**config.mk**
```make
export PLATFORM = sky130hd
export DESIGN_NAME = cy_status_reg_v2_00
export DESIGN_NICKNAME = d
export VERILOG_FILES = /design/src/rtl/cy_status_reg_v2_00.sv
export SDC_FILE = /design/constraint.sdc
export NUM_CORES = 1
export LEC_CHECK = 0
export CAP_MARGIN = 20
export CORE_UTILIZATION = 44
export DETAILED_ROUTE_END_ITERATION = 6
export HOLD_SLACK_MARGIN = 0.08
export PLACE_DENSITY_LB_ADDON = 0.05
export SYNTH_ARGS = -nofsm -noshare
export SYNTH_HDL_FRONTEND = slang
export SYNTH_SLANG_ARGS = --single-unit
```
**constraint.sdc**
```tcl
create_clock -name clock -period 1.8 [get_ports clock]
set_input_delay 0.18 -clock clock [delete_from_list [all_inputs] [get_ports clock]]
set_output_delay 0.18 -clock clock [all_outputs]
set_load 0.01 [all_outputs]
```
**src/rtl/cy_status_reg_v2_00.sv**
```systemverilog
// cy_status_reg_v2_00 - parametrised status register.
//
// Samples 1..32 hardware status nets into a register that the CPU reads a byte
// at a time. Each bit is either transparent (follows its input every clock) or
// sticky (latches high, clears when its byte is read). A runtime-writable
// interrupt mask gates the register into a single registered level interrupt.
//
// Optional feature macro: CY_STATUS_REG_V2_SYNC_EN
//   defined   - each status bit passes a 2-flop synchroniser (adds 2 clocks)
//   undefined - status must already be synchronous to clock
//
// Ports:
//   clock      in   1           rising-edge clock
//   reset_n    in   1           synchronous reset, active-low
//   status     in   NUM_INPUTS  raw status nets
//   rd_en      in   1           CPU read strobe
//   rd_addr    in   2           read byte select
//   rd_data    out  8           registered read data, held while rd_en=0
//   rd_valid   out  1           single-cycle pulse one clock after rd_en
//   mask_wr    in   1           interrupt-mask byte write strobe
//   mask_addr  in   2           mask write byte select
//   mask_data  in   8           mask byte value
//   intr       out  1           registered level interrupt

module cy_status_reg_v2_00 #(
  parameter int unsigned NUM_INPUTS    = 8,
  parameter logic [31:0] STICKY_MASK   = 32'h0,
  parameter logic [31:0] INT_MASK_INIT = 32'h7F
) (
  input  logic                  clock,
  input  logic                  reset_n,
  input  logic [NUM_INPUTS-1:0] status,
  input  logic                  rd_en,
  input  logic [1:0]            rd_addr,
  output logic [7:0]            rd_data,
  output logic                  rd_valid,
  input  logic                  mask_wr,
  input  logic [1:0]            mask_addr,
  input  logic [7:0]            mask_data,
  output logic                  intr
);

  localparam int unsigned NUM_BYTES = (NUM_INPUTS + 7) / 8;

  // Bits at or above NUM_INPUTS are held at zero everywhere, so byte slices of
  // the 32-bit internal vectors read 0 in the unused upper bits automatically.
  localparam logic [31:0] VALID_BITS  = (NUM_INPUTS >= 32) ? 32'hFFFF_FFFF
                                                           : ((32'd1 << NUM_INPUTS) - 32'd1);
  localparam logic [31:0] STICKY_BITS = STICKY_MASK & VALID_BITS;
  localparam logic [31:0] MASK_RESET  = INT_MASK_INIT & VALID_BITS;

  logic [NUM_INPUTS-1:0] status_in;
  logic [31:0]           status_ext;
  logic [31:0]           sts_q, sts_d;
  logic [31:0]           mask_q, mask_d;
  logic [31:0]           rd_clr;
  logic [7:0]            rd_byte;
  logic                  rd_mapped;
  logic                  mask_mapped;
  logic                  intr_d;

`ifdef CY_STATUS_REG_V2_SYNC_EN
  logic [NUM_INPUTS-1:0] sync1_q, sync2_q;

  always_ff @(posedge clock) begin
    if (!reset_n) begin
      sync1_q <= '0;
      sync2_q <= '0;
    end else begin
      sync1_q <= status;
      sync2_q <= sync1_q;
    end
  end

  assign status_in = sync2_q;
`else
  assign status_in = status;
`endif

  always_comb begin
    status_ext                 = '0;
    status_ext[NUM_INPUTS-1:0] = status_in;
  end

  assign rd_mapped   = (32'(rd_addr) < NUM_BYTES);
  assign mask_mapped = (32'(mask_addr) < NUM_BYTES);

  // Read data comes from the register as held before the edge; unmapped
  // addresses return zero and clear nothing.
  always_comb begin
    rd_byte = 8'h00;
    rd_clr  = '0;
    if (rd_mapped) begin
      rd_byte = sts_q[{rd_addr, 3'b000} +: 8];
      if (rd_en) begin
        rd_clr[{rd_addr, 3'b000} +: 8] = 8'hFF;
      end
    end
  end

  // Sticky bits: clear-on-read is applied before OR-ing in the new input, so
  // an input high in the read cycle keeps the bit set (set wins).
  always_comb begin
    sts_d = ((status_ext & ~STICKY_BITS)
            | (STICKY_BITS & ((sts_q & ~rd_clr) | status_ext))) & VALID_BITS;
  end

  always_comb begin
    mask_d = mask_q;
    if (mask_wr && mask_mapped) begin
      mask_d[{mask_addr, 3'b000} +: 8] = mask_data;
    end
    mask_d = mask_d & VALID_BITS;
  end

  // Interrupt uses next-state values so it lines up with the sts_q capture.
  assign intr_d = |(sts_d & mask_d);

  always_ff @(posedge clock) begin
    if (!reset_n) begin
      sts_q    <= '0;
      mask_q   <= MASK_RESET;
      rd_data  <= 8'h00;
      rd_valid <= 1'b0;
      intr     <= 1'b0;
    end else begin
      sts_q    <= sts_d;
      mask_q   <= mask_d;
      rd_valid <= rd_en;
      intr     <= intr_d;
      if (rd_en) begin
        rd_data <= rd_byte;
      end
    end
  end

endmodule
```
# == Word level (Yosys, flattened, before mapping) ==
# Cells that the tools add are included.
# word_totals
in_bits,24
ff_bits,50
output_inout_bits,10
word_cells,18
# op_classes
reduce_logical,2
bitwise,1
order_cmp,2
n_mux,3
n_shift,3
addsub,1
# op_table
op,n
32-bit bitwise mux,1
32-bit OR reduction,1
"8-bit by 7-bit variable shift with 32-bit output, first input constant",1
32-bit by 6-bit indexed part select with 8-bit output,1
8-bit by 7-bit indexed part select with 32-bit output,1
8-bit two-way mux,2
8-bit AND,1
5-bit negation with 7-bit output,1
"2-bit by 1-bit < comparator with 1-bit output, second input constant",2
1-bit logical AND,1

# == Logic depth before layout (Yosys ltp) ==
# logic_depth
ltp_word,6
ltp_mapped,8
mapped_depth_nobuf,6

# == Worst setup path after synthesis ==
# No wires, ideal clock.
# synth_timing
kind,input to register
from,input port mask_addr[0]
to,register intr
t_arrival_ps,1469
path_buffers,1
path_stages,7
setup_ps,137
t_required_ps,1663
slack_ps,193
path_cell_list,inv_1 > ha_1 > and3_1 > buf_6 > mux2_4 > a2111oi_2 > a41oi_1
# synth_between
elab_chain_cells,6
word_cells_on_any_way,9
classes_between,add/sub (1); order compare (1); shift (2); mux (2); bitwise (1); reduce/logical (2)
# synth_lines
element,line,text
"start, declared",38,"input logic [1:0] mask_addr,"
5-bit negation with 7-bit output,111,"mask_d[{mask_addr, 3'b000} +: 8] = mask_data;"
8-bit by 7-bit indexed part select with 32-bit output or 8-bit by 7-bit variable shift with 32-bit output (tied branches),111,
32-bit bitwise mux,111,
8-bit two-way mux *,110,if (mask_wr && mask_mapped) begin
8-bit AND *,117,assign intr_d = |(sts_d & mask_d);
32-bit OR reduction *,117,
"end signal, assigned",130,intr <= intr_d;
"end, declared",40,output logic intr
# Every way passes the cells marked *; elsewhere a longest branch is shown, timed or not.
# A chain may end at the register's enable or synchronous reset.

# == Worst setup path after layout ==
# Same ends and word-level chain as after synthesis.

==> key figures <==
Routing
  – DRC: 0
  – DR vias: 901
  – 1st-iter DRT viols: 11
  – Post-DRT Antenna Nets: 0
  – Routed len/inst: 11.6 um
  – DR vias/cell: 4.98
  – DRT Wirelength: 2090 um
  – First drt pass iteration count: 3

Worst setup path
  – Crit Path Max Fanout: 2
  – Worst-path cell chain: clkdlybuf4s50_1 > inv_1 > ha_1 > and3_1 > mux2_4 > a2111oi_4 > a41oi_2
  – Data required, critical path: 2010 ps
  – CP max stage delay: 470 ps
  – Slowest CP cell: clkdlybuf4s50_1
  – Worst setup SP type: primary input
  – CP Data Arrival Time: 1930 ps
  – Critical path class: in -> reg
  – Critical Path Sink Type: flop

GRT
  – Pin count of the biggest net entering global routing: 18
  – Gr ovfl total: 0
  – Gr usage total: 17.8%
  – M2 GR Usage: 34.0%
  – Most Crowded Layer GR: met2
  – Number of antenna violations at the first check in global routing: 0
  – First-pass GRT wire length: 3540 um
  – Number of global-route vias before repair: 837
  – M3 GR Usage: 2.68%
  – Met1 GRT Util: 20.5%

Final layout
  – Finished Cell Area: 0.00152 mm2
  – Antenna Cells: 0
  – Fin util: 68.2%
  – Nets@finish: 180
  – Area delta synth->final: 44.2%
  – Fillers: 197
  – Share of post-route cells with drive strength above 1: 10.5%

Synth
  – Synth Warn #: 0
  – Post-synth top flop: dfxtp_1
  – Synth Instances: 113
  – FF+latch count, synth: 26
  – Fraction of registers with async set/reset: 0%
  – Library cell with the largest summed area after synthesis: dfxtp_1
  – Yosys cell types: 24
  – Post-Synthesis Net Count: 139
  – Yosys top cell area share: 49.3%
  – Seq/Total Area, Yosys: 49.3%
  – Most common cell in the synthesized netlist: dfxtp_1
  – Post-synth EDFFs: 0
  – Mapped Area: 0.00106 mm2
  – Top cells by instance count after synthesis: dfxtp_1, nand3_1, and2_1, nand2_1
  – Syn Area/Cell: 9.35 um2
  – Largest cells by area after synthesis: dfxtp_1, nand3_1, and2_1

STA
  – Fin. Hold Viols: 0
  – Hold slack: 425 ps
  – Max_slew headroom: 68.2%
  – Clock skew: 13.1 ps
  – Max Slew Vio Count: 0
  – RSZ-0062 raised after global routing: no
  – Crit share post-route: 95.6%
  – Crit path time final: 1720 ps
  – Final setup violation count: 0
  – Worst-Margin Slew: 476 ps
  – Fmax: 581 MHz

Floorplanning
  – Die X: 51.0 um
  – Die area: 0.00260 mm2
  – Core Region: 0.00223 mm2
  – Starting Density: 47.3%
  – DIE HEIGHT: 51.0 um
  – Rows: 17
  – I/O Pins: 34

Placement
  – Post-DP HPWL: 1660 um
  – Gpl congestion: 0.801
  – IO Port Bufs: 33
  – Post-DP Area: 0.00145 mm2

Clocking
  – # Post-CTS Setup Buffers: 0
  – Root Buffer: clkbuf_4
  – CTS clk-pin slew, worst paths: 140 ps
  – CTS Hold Buffers Added: 0
  – Worst-Skew Late Latency: 320 ps
  – CTS tree: yes
  – Clock Sinks: 26
  – H-tree depth: 1
  – CTS max path bufs: 2
  – Cts bufs inserted: 3

Power and ir drop
  – Leakage: 0.000599 uW
  – Power Density: 755 mW/mm2
  – Peak VDD IR: 0.000438 V

Job
  – Max cap viols: 0

Hold path
  – Worst Hold Class: in -> reg

Outcome
  – Status: finished clean
cell families after synthesis:
family,after synthesis,synth area share (%)
multiplexers,4,4.27
AO/OA/AOI/OAI,15,10.1
flip-flops,26,49.3
adder cells (fa/ha/maj),2,2.37
AND/OR/NAND/NOR,59,30.7
buffers and inverters,7,3.32
final cells by class:
| cell class | count | area (um2) | share of cell area (%) |
|---|---|---|---|
| clock buffers | 3 | 22.5 | 1.48 |
| clock inverters | 1 | 30.0 | 1.97 |
| inverters | 3 | 11.3 | 0.740 |
| multi-input cells | 80 | 520 | 34.2 |
| flip-flops and latches | 26 | 520 | 34.2 |
| well taps | 28 | 35.0 | 2.30 |
| repair buffers | 40 | 383 | 25.1 |
metrics by stage:
step / worst slack, ps / setup TNS [ps] / power [uW] / instances
after CTS: 71.0 / 0 / 1150 / 181
final: 78.3 / 0 / 1150 / 181
after floorplan: 193 / 0 / 673 / 113
after global placement: -257 / -257 / 761 / 177
after global routing: 7.31 / 0 / 1200 / 181
after detailed placement: -290 / -290 / 765 / 177
layer usage:
| metal | share of wire (%) | wire (um) |
|---|---|---|
| met5 | 0 | 0 |
| met4 | 0.91 | 19 |
| met3 | 3.7 | 78 |
| met2 | 51 | 1060 |
| met1 | 45 | 932 |
final timing paths:
path                      from          to  slack (ps)  depth (start not counted)
setup / recovery  mask_addr[0]        intr          80                          7
hold / removal       status[1]    sts_q[1]         430                          2
setup reg to reg     mask_q[7]        intr         610                          3
hold reg to reg     rd_data[5]  rd_data[5]         480                          2
sequential cells by signal, summed over array words and instances (netlist names):
signal,flops
mask_q,8
rd_valid,1
sts_q,8
rd_data,8
intr,1
critical path, delay by kind of cell:
kind	cells	cell delay [ps]
AND/OR/NAND/NOR	1	210
AO/OA/AOI/OAI	2	480
multiplexers	1	320
adder cells (fa/ha/maj)	1	200
buffers and inverters	2	530
where the power goes:
part / switching (uW) / internal (uW) / leakage (uW)
logic: 62.9 / 93.7 / 0.000358
clock network: 168 / 225 / 0.0000279
registers: 5.92 / 594 / 0.000213
timing repair:
action | CTS | global route
resized for setup | 0 | 2
endpoints found under the setup margin | 0 | 1
endpoints found under the hold margin | 0 | 0
cells in the final DEF, fill, tap and decap left out:
cell type / instances
inv_1: 2
a22o_1: 1
bufinv_16: 1
mux2_4: 1
a22oi_1: 1
nand2b_1: 8
mux2i_1: 3
a21oi_1: 8
nand4bb_1: 3
a2111oi_4: 1
buf_4: 7
a21bo_2: 2
clkinv_1: 1
ha_1: 2
clkbuf_4: 3
nand3_1: 23
a41oi_2: 1
nor3b_1: 1
and3_1: 1
a31oi_1: 1
dfxtp_1: 26
clkdlybuf4s50_1: 33
and2_1: 10
nor2_1: 3
nand2_1: 10
Note: power is estimated with default switching activity, not from simulation.
